[src/rtl/main.sv]
// rtl/main.sv - triangle-ramped PWM H-bridge driver with button-toggled direction
// Optional dead time on direction change: define MAIN_DEADTIME_EN.
module main #(
  parameter int N = 4,
  parameter int M = 11
) (
  input  logic       clk,
  input  logic [1:0] buttons,
  input  logic       ena,
  output logic       pwm_out_A,
  output logic       pwm_out_B,
  output logic [1:0] leds
);

  logic [M-1:0] r_presc;
  logic [N-1:0] r_cnt;
  logic [N-1:0] r_duty;
  logic [N-1:0] r_duty_act;
  logic         r_up;
  logic         r_dir;
  logic         r_sync1;
  logic         r_sync2;
  logic         r_hist;
  logic         r_pwm_a;
  logic         r_pwm_b;

  logic w_rst;
  logic w_step;
  logic w_cnt_last;
  logic w_toggle;
  logic w_raw;
  logic w_block;

  assign w_rst      = buttons[0];
  assign w_step     = ena && (r_presc == {M{1'b1}});
  assign w_cnt_last = (r_cnt == {N{1'b1}});
  assign w_toggle   = r_sync2 & ~r_hist;
  assign w_raw      = (r_cnt < r_duty_act);

  always_ff @(posedge clk) begin
    if (w_rst) begin
      r_presc    <= '0;
      r_cnt      <= '0;
      r_duty_act <= '0;
    end else if (ena) begin
      r_presc <= r_presc + 1'b1;
      r_cnt   <= r_cnt + 1'b1;
      // Shadow load on the last count so every period starts with one duty value
      if (w_cnt_last) r_duty_act <= r_duty;
    end
  end

  always_ff @(posedge clk) begin
    if (w_rst) begin
      r_duty <= '0;
      r_up   <= 1'b1;
    end else if (w_step) begin
      if (r_up) begin
        if (r_duty == {N{1'b1}}) begin
          r_up   <= 1'b0;
          r_duty <= r_duty - 1'b1;
        end else begin
          r_duty <= r_duty + 1'b1;
        end
      end else begin
        if (r_duty == '0) begin
          r_up   <= 1'b1;
          r_duty <= {{(N-1){1'b0}}, 1'b1};
        end else begin
          r_duty <= r_duty - 1'b1;
        end
      end
    end
  end

  // Button synchronizer and rising-edge detector; runs regardless of ena
  always_ff @(posedge clk) begin
    if (w_rst) begin
      r_sync1 <= 1'b0;
      r_sync2 <= 1'b0;
      r_hist  <= 1'b0;
      r_dir   <= 1'b0;
    end else begin
      r_sync1 <= buttons[1];
      r_sync2 <= r_sync1;
      r_hist  <= r_sync2;
      if (w_toggle) r_dir <= ~r_dir;
    end
  end

`ifdef MAIN_DEADTIME_EN
  logic [N:0] r_dead;

  always_ff @(posedge clk) begin
    if (w_rst) begin
      r_dead <= '0;
    end else if (w_toggle) begin
      r_dead <= {1'b1, {N{1'b0}}};
    end else if (ena && (r_dead != '0)) begin
      r_dead <= r_dead - 1'b1;
    end
  end

  assign w_block = (r_dead != '0);
`else
  assign w_block = 1'b0;
`endif

  always_ff @(posedge clk) begin
    if (w_rst || !ena) begin
      r_pwm_a <= 1'b0;
      r_pwm_b <= 1'b0;
    end else begin
      r_pwm_a <= w_raw & ~r_dir & ~w_block;
      r_pwm_b <= w_raw &  r_dir & ~w_block;
    end
  end

  assign pwm_out_A = r_pwm_a;
  assign pwm_out_B = r_pwm_b;
  assign leds      = {r_up, r_dir};

endmodule

[config.mk]
export PLATFORM = sky130hd
export DESIGN_NAME = main
export DESIGN_NICKNAME = d
export VERILOG_FILES = /design/src/rtl/main.sv
export SDC_FILE = /design/constraint.sdc
export NUM_CORES = 1
export LEC_CHECK = 0
export ABC_AREA = 0
export CORE_MARGIN = 3
export CORE_UTILIZATION = 50
export CTS_BUF_LIST = sky130_fd_sc_hd__clkbuf_8
export CTS_CLUSTER_SIZE = 25
export DETAILED_ROUTE_END_ITERATION = 12
export GPL_ROUTABILITY_DRIVEN = 0
export GPL_TIMING_DRIVEN = 0
export PLACE_DENSITY = 0.69
export SYNTH_ARGS = -nofsm -noshare
export SYNTH_HDL_FRONTEND = slang
export SYNTH_SLANG_ARGS = --single-unit
[constraint.sdc]
create_clock -name clk -period 3.5 [get_ports clk]
set_input_delay 0.525 -clock clk [delete_from_list [all_inputs] [get_ports clk]]
set_output_delay 0.525 -clock clk [all_outputs]
set_load 0.005 [all_outputs]
==> summary.json, run 1 <==
{
  "critical_path": {
    "cpPeakStageDelay_ns": 0.57,
    "worstPathArrival_ns": 2.33,
    "regToRegStartpoint": "r_presc[0]$_SDFFE_PP0P_",
    "crit_type": "in -> reg",
    "cpMaxStageDelayCell": "sky130_fd_sc_hd__clkdlybuf4s50_1",
    "critical_path.top_delay_family": "simple AND/OR/NAND/NOR gates",
    "worstRegToRegCells": 5,
    "crit-reg2reg-capture": "r_up$_SDFFE_PP1P_",
    "maximum_fanout_along_the_worst_path": 10,
    "r2r_slack_ns": 1.56,
    "start_kind": "input port",
    "cp_data_required_time_ns": 3.67,
    "path_cells": "clkdlybuf4s50_1 -> nand4_4 -> nor4_4 -> nand4_1 -> a221o_1",
    "critical_path.n_buffers_inverters": 1,
    "cp-end-kind": "flip-flop"
  },
  "global_routing": {
    "first_global_vias": 1080,
    "groute.usage.overall": 0.180,
    "grt_overflow_total": 0,
    "grt_first_pass_wirelength_mm": 4.68,
    "pin_count_of_the_biggest_net_entering_global_routing": 11,
    "antenna_found_initial": 0
  },
  "synth": {
    "synthesis.area_mm2": 0.00142,
    "synth_flop_cell": "sky130_fd_sc_hd__dfxtp_1",
    "synth.area.top_cells": "sky130_fd_sc_hd__dfxtp_1 42%, sky130_fd_sc_hd__nor2_1 7.4%, sky130_fd_sc_hd__ha_1 6.2%",
    "ys_top_cells_by_count": "30 x sky130_fd_sc_hd__dfxtp_1, 28 x sky130_fd_sc_hd__nor2_1, 10 x sky130_fd_sc_hd__a21oi_1, 10 x sky130_fd_sc_hd__nand2_1, 9 x sky130_fd_sc_hd__inv_1",
    "postSynth.asyncResetShare": 0,
    "syn-instance-count": 162,
    "synth_seq_area_share": 0.424,
    "synth-edff-count": 0,
    "yosysMostFrequentCell": "sky130_fd_sc_hd__dfxtp_1",
    "ys.warnings.count": 0,
    "synth.ff_latch_count": 30,
    "postSynthNetCount": 173,
    "synth_cell_type_count": 30,
    "postSynthAreaPerCell_um2": 8.74,
    "synth_top_area_cell": "sky130_fd_sc_hd__dfxtp_1",
    "proportion_of_netlist_area_held_by_the_largest_area_contributor": 0.424
  },
  "clocking": {
    "cts.repair_timing.setup_buffer_count": 0,
    "cts-htree-levels": 2,
    "clk-insertion-delay-late_ns": 0.28,
    "holdBufCountCts": 0,
    "clockRootBuffer": "sky130_fd_sc_hd__clkbuf_8",
    "cts.reportedPaths.clkPinSlew_ns": 0.06,
    "clkSinkCount": 30,
    "clk_path_buf_depth": 2,
    "cts_tree": "yes",
    "cts_inserted_buffers": 5,
    "post_cts.resized_instances": 0
  },
  "timing": {
    "clock-skew-final_ns": 0.00559,
    "rsz0062_at_grt": "no",
    "timing.final.setup_violations": 0,
    "period_needed_ns": 2.16,
    "timing.final.max_slew_violations": 0,
    "timing.final.hold_violations": 0,
    "final_period_util": 0.617,
    "tightest_slew_ns": 0.578,
    "slew-limit-headroom": 0.609,
    "max_clock_freq_mhz": 463,
    "finalSetupTns_ns": 0
  },
  "layout": {
    "post-route-util": 0.631,
    "area.sequential_um2": 601,
    "layout.filler_cells": 242,
    "finalInstanceArea_mm2": 0.00163,
    "drive_above_1_share": 0.0734,
    "area_growth_syn_to_layout_pct": 15.4,
    "nets": 187,
    "multi_input_area_um2": 741,
    "antennaDiodeCount": 0
  },
  "detailed_routing": {
    "viasPerCell": 5.36,
    "final_ant_viol_nets": 0,
    "dr_total_vias": 1109,
    "drt_iter0_markers": 35,
    "routedWlPerCell_um": 12.5,
    "drc_errors": 0,
    "wirelength_mm": 2.59,
    "drtPass1Iterations": 4
  },
  "power_and_ir_drop": {
    "vdd_ir_drop_max_mv": 0.332,
    "power_share_of_the_sequential_group": 0.499,
    "total_switching_power_w": 0.000151,
    "p_comb_frac": 0.051,
    "p_int_w": 0.000566,
    "leakage_nw": 0.617,
    "p_sw_frac": 0.210,
    "power.share.clock": 0.449,
    "power.density_mw_per_mm2": 438
  },
  "die": {
    "io-pin-count": 8,
    "floorplan.initialDensity": 0.547,
    "fp.dieArea_mm2": 0.00351,
    "die-height_um": 59.2,
    "core-area_mm2": 0.00259,
    "dieWidth_um": 59.2,
    "std_cell_rows": 18
  },
  "run_status": {
    "run_status": "complete, no violations"
  },
  "worst_hold_path": {
    "timing.hold.worst_path_depth": 1,
    "holdCritPathClass": "reg -> reg",
    "hold_path_end": "r_sync2$_SDFF_PP0_",
    "hold_start": "r_sync1$_SDFF_PP0_"
  },
  "run": {
    "drv_cap": 0
  },
  "placed_design": {
    "placedInstanceArea_mm2": 0.00152,
    "port_buffers": 7,
    "detailedPlacementHpwl_mm": 1.84
  }
}
[state kept, by name, indices dropped and copies added, names as in the netlist]
signal      count
r_sync2         1
r_sync1         1
r_duty_act      4
r_cnt           4
r_dir           1
r_duty          4
r_presc        11
r_up            1
r_hist          1
pwm_out_B       1
pwm_out_A       1
[per-layer routing]
layer,share of wire,GRT usage,vias up
met3,0.035,0.0458,4
met1,0.47,0.220,512
met5,0,0,-
met4,0.018,0.107,0
li1,-,-,579
met2,0.47,0.282,14
[metrics by stage]
stage / hold slack (ns) / power, W / worst slack, ns / instances
final: 0.438 / 0.000716 / 1.34 / 207
after global routing: 0.447 / 0.000747 / 1.20 / 207
after CTS: 0.444 / 0.000728 / 1.33 / 207
after detailed placement: 0.430 / 0.000401 / 1.04 / 199
after global placement: 0.425 / 0.000399 / 1.09 / 199
after floorplan: 0.414 / 0.000387 / 1.83 / 162
[cell usage in the layout (no fill, tap or decap), types with 5 or more instances in the layout]
cell,synthesis,final
sky130_fd_sc_hd__clkbuf_1,5,5
sky130_fd_sc_hd__nor2_1,28,28
sky130_fd_sc_hd__clkdlybuf4s50_1,0,7
sky130_fd_sc_hd__nand2_1,10,10
sky130_fd_sc_hd__clkbuf_8,0,8
sky130_fd_sc_hd__xnor2_1,7,7
sky130_fd_sc_hd__inv_1,9,9
sky130_fd_sc_hd__ha_1,7,7
sky130_fd_sc_hd__mux2i_1,6,6
sky130_fd_sc_hd__nand4_1,6,6
sky130_fd_sc_hd__dfxtp_1,30,30
sky130_fd_sc_hd__a21oi_1,10,10
sky130_fd_sc_hd__xor2_1,5,5
[worst max path at each step]
stage | start | endpoint | slack (ns) | cells past startpoint
floorplan | r_presc[0]$_SDFFE_PP0P_ | r_up$_SDFFE_PP1P_ | 1.83 | 5
global placement | ena | r_up$_SDFFE_PP1P_ | 1.09 | 5
detailed placement | ena | r_up$_SDFFE_PP1P_ | 1.04 | 5
CTS | ena | r_up$_SDFFE_PP1P_ | 1.33 | 5
global route | ena | r_up$_SDFFE_PP1P_ | 1.20 | 5
finish | ena | r_up$_SDFFE_PP1P_ | 1.34 | 5
[logic make-up (layout without fill, tap and decap cells)]
family / after synthesis / count (layout) / synth area share
buffers and inverters: 18 / 33 / 0.0530
AOI/OAI and AO/OA: 21 / 21 / 0.0892
xor gates and xnor gates: 12 / 12 / 0.0742
muxes: 7 / 7 / 0.0504
adders and majority gates: 7 / 7 / 0.0618
DFF: 30 / 30 / 0.424
and+or+nand+nor: 67 / 67 / 0.247
[power groups by stage]
stage	Sequential (W)	Clock (W)	Combinational, W
4_1_cts	0.000357	0.000333	0.0000375
3_5_place_dp	0.000365	0	0.0000360
6_report	0.000358	0.000322	0.0000367
2_1_floorplan	0.000362	0	0.0000241
5_1_grt	0.000358	0.000348	0.0000410
3_3_place_gp	0.000364	0	0.0000342
[layout make-up]
class | instances | area share
buffer | 9 | 0.0253
clock buffer | 8 | 0.0674
inverter | 9 | 0.0207
multi-input combinational | 114 | 0.453
sequential | 30 | 0.368
tap | 30 | 0.0230
timing repair buffer | 7 | 0.0429
Power figures use the tool's default switching activity.
==> run 2, diff against run 1 <==
clock period = 2.15 ns   (was 3.5 ns; I/O delays follow)
==> results of run 2 <==
The final DEF is identical to that of run 1. Status: complete, no violations.
Among the figures that moved: setup slack after placement 1.04 ns -> -0.110 ns; setup slack after layout 1.34 ns -> 0.195 ns; register-to-register setup slack 1.56 ns -> 0.21 ns; total power 0.000716 W -> 0.00117 W; worst IR drop on VDD 0.332 mV -> 0.541 mV
==> run 3, diff against run 2 <==
CAP_MARGIN = 20   (was default)
==> results of run 3 <==
The final DEF is identical to that of run 1. Status: complete, no violations.
Among the figures that moved: setup slack after placement 1.04 ns -> -0.110 ns; setup slack after layout 1.34 ns -> 0.195 ns; register-to-register setup slack 1.56 ns -> 0.21 ns; total power 0.000716 W -> 0.00117 W; worst IR drop on VDD 0.332 mV -> 0.541 mV
==> RTL change, RTL diff (flow settings as in run 1) <==
The option `MAIN_DEADTIME_EN` is turned on by a define.
--- a/src/rtl/main.sv
+++ b/src/rtl/main.sv
@@ -2,2 +2,4 @@
 // Optional dead time on direction change: define MAIN_DEADTIME_EN.
+`define MAIN_DEADTIME_EN
+
 module main #(
Check against the original RTL: no difference found for any inputs over 10 cycles, from zero or initial values; that may be too few to reach the edited logic, so the function may still have changed.
==> RTL change against run 1 <==
- worst setup slack better by 0.33 ns
- final area is 15% higher
- clock skew is 0.0022 ns lower
- routed wire length is 13% higher
- utilization is 2.6 points lower
- sequential cell count is 5 higher
- synthesized area is 17% higher
- largest cell class unchanged
- highest routed layer unchanged
Power is not compared: it rests on default switching activity, and its combinational part moved more than twofold at a synthesized area within 25%.
==> RTL change: results (changes against run 1) <==
Run status
The run finished with clean final reports.

Worst setup path
Grouping stages by cell kind, the critical path spends the most delay in buffers and inverters. The maximum single-stage delay on the critical path is 0.48 ns (-0.09 ns). The number of cells on the worst reg-to-reg path is 6 (+1). The largest driver fanout on the critical path is 4 (-6).

Finish
The count of multi-input combinational gates is 130 (+14%). The share of final layout cell area taken by non-clock buffers is 6.867% (+0.052 points). The share of final layout cell area taken by clock buffers and inverters is 5.333% (-1.4 points).

The share of the final layout cell area in sequential cells was 37.33% (+0.58 points). The share of cells above drive strength 1 is 9.500% (+2.2 points). The count of filler cells inserted in the layout was 303 (+25%). The final-layout clock buffer total came to 7 (-1).

Logic synthesis
The number of nets produced by synthesis is 198 (+14%). The count of state elements after synthesis came to 35 (+17%). After synthesis, the most frequently instantiated cells are 35 x dfxtp_1, 30 x nor2_1, 10 x inv_1, 10 x xor2_1, 9 x a21oi_1. The portion of the post-synthesis area used by sequential elements is 42.17% (-0.23 points).

The distinct cell type count of the synthesized netlist is 37 (+23%).

Placement
The total placed instance area was 1777 sq um (+17%). The number of I/O port buffers came to 6 (-1). The cell count after placement is 236 (+19%). The minimum setup slack after placement is 1.615 ns (+0.5771 ns).

Drt
The routed wire length on met3 is 83 microns (-8.8%). The met2 wire length is 1.369 mm (+11%). The via total after detailed routing is 1283 (+16%). The number of DRC markers in iteration 0 is 33 (-5.7%).

GRT
The overall fraction of global-route tracks in use is 16.51% (-1.5 points). The met3 usage in global routing came to 4.456% (-0.12 points). The wire length of the first global-routing pass came to 5.375 mm (+15%).

Timing
The final clock skew came to 0.003370 ns (-0.002220 ns).
## RTL change: changes by cell type in the layout (fill, tap and decap cells not counted), moves of 3 or more
cell	delta
dfxtp_1	+5
xor2_1	+5
and4_1	+3
buf_4	+3
nand3_1	+3
## RTL change: path summary, 6_finish.rpt
kind | start | to | slack [ns]
max | r_dir$_SDFFE_PP0P_ | leds[0] | 1.67
min | r_sync1$_SDFF_PP0_ | r_sync2$_SDFF_PP0_ | 0.46
max reg2reg | r_duty[0]$_SDFFE_PP0P_ | r_duty[1]$_SDFFE_PP0P_ | 1.83
min reg2reg | r_sync1$_SDFF_PP0_ | r_sync2$_SDFF_PP0_ | 0.46
## RTL change: logic make-up (layout without fill, tap and decap cells)
kind of cell	count (synthesis)	in the layout	share of synthesized area, %
xor gates and xnor gates	16	16	8.433
DFF	35	35	42.17
muxes	7	7	4.292
buffers and inverters	21	35	6.400
adders and majority gates	8	8	6.024
and+or+nand+nor	76	76	23.80
AOI/OAI and AO/OA	23	23	8.885
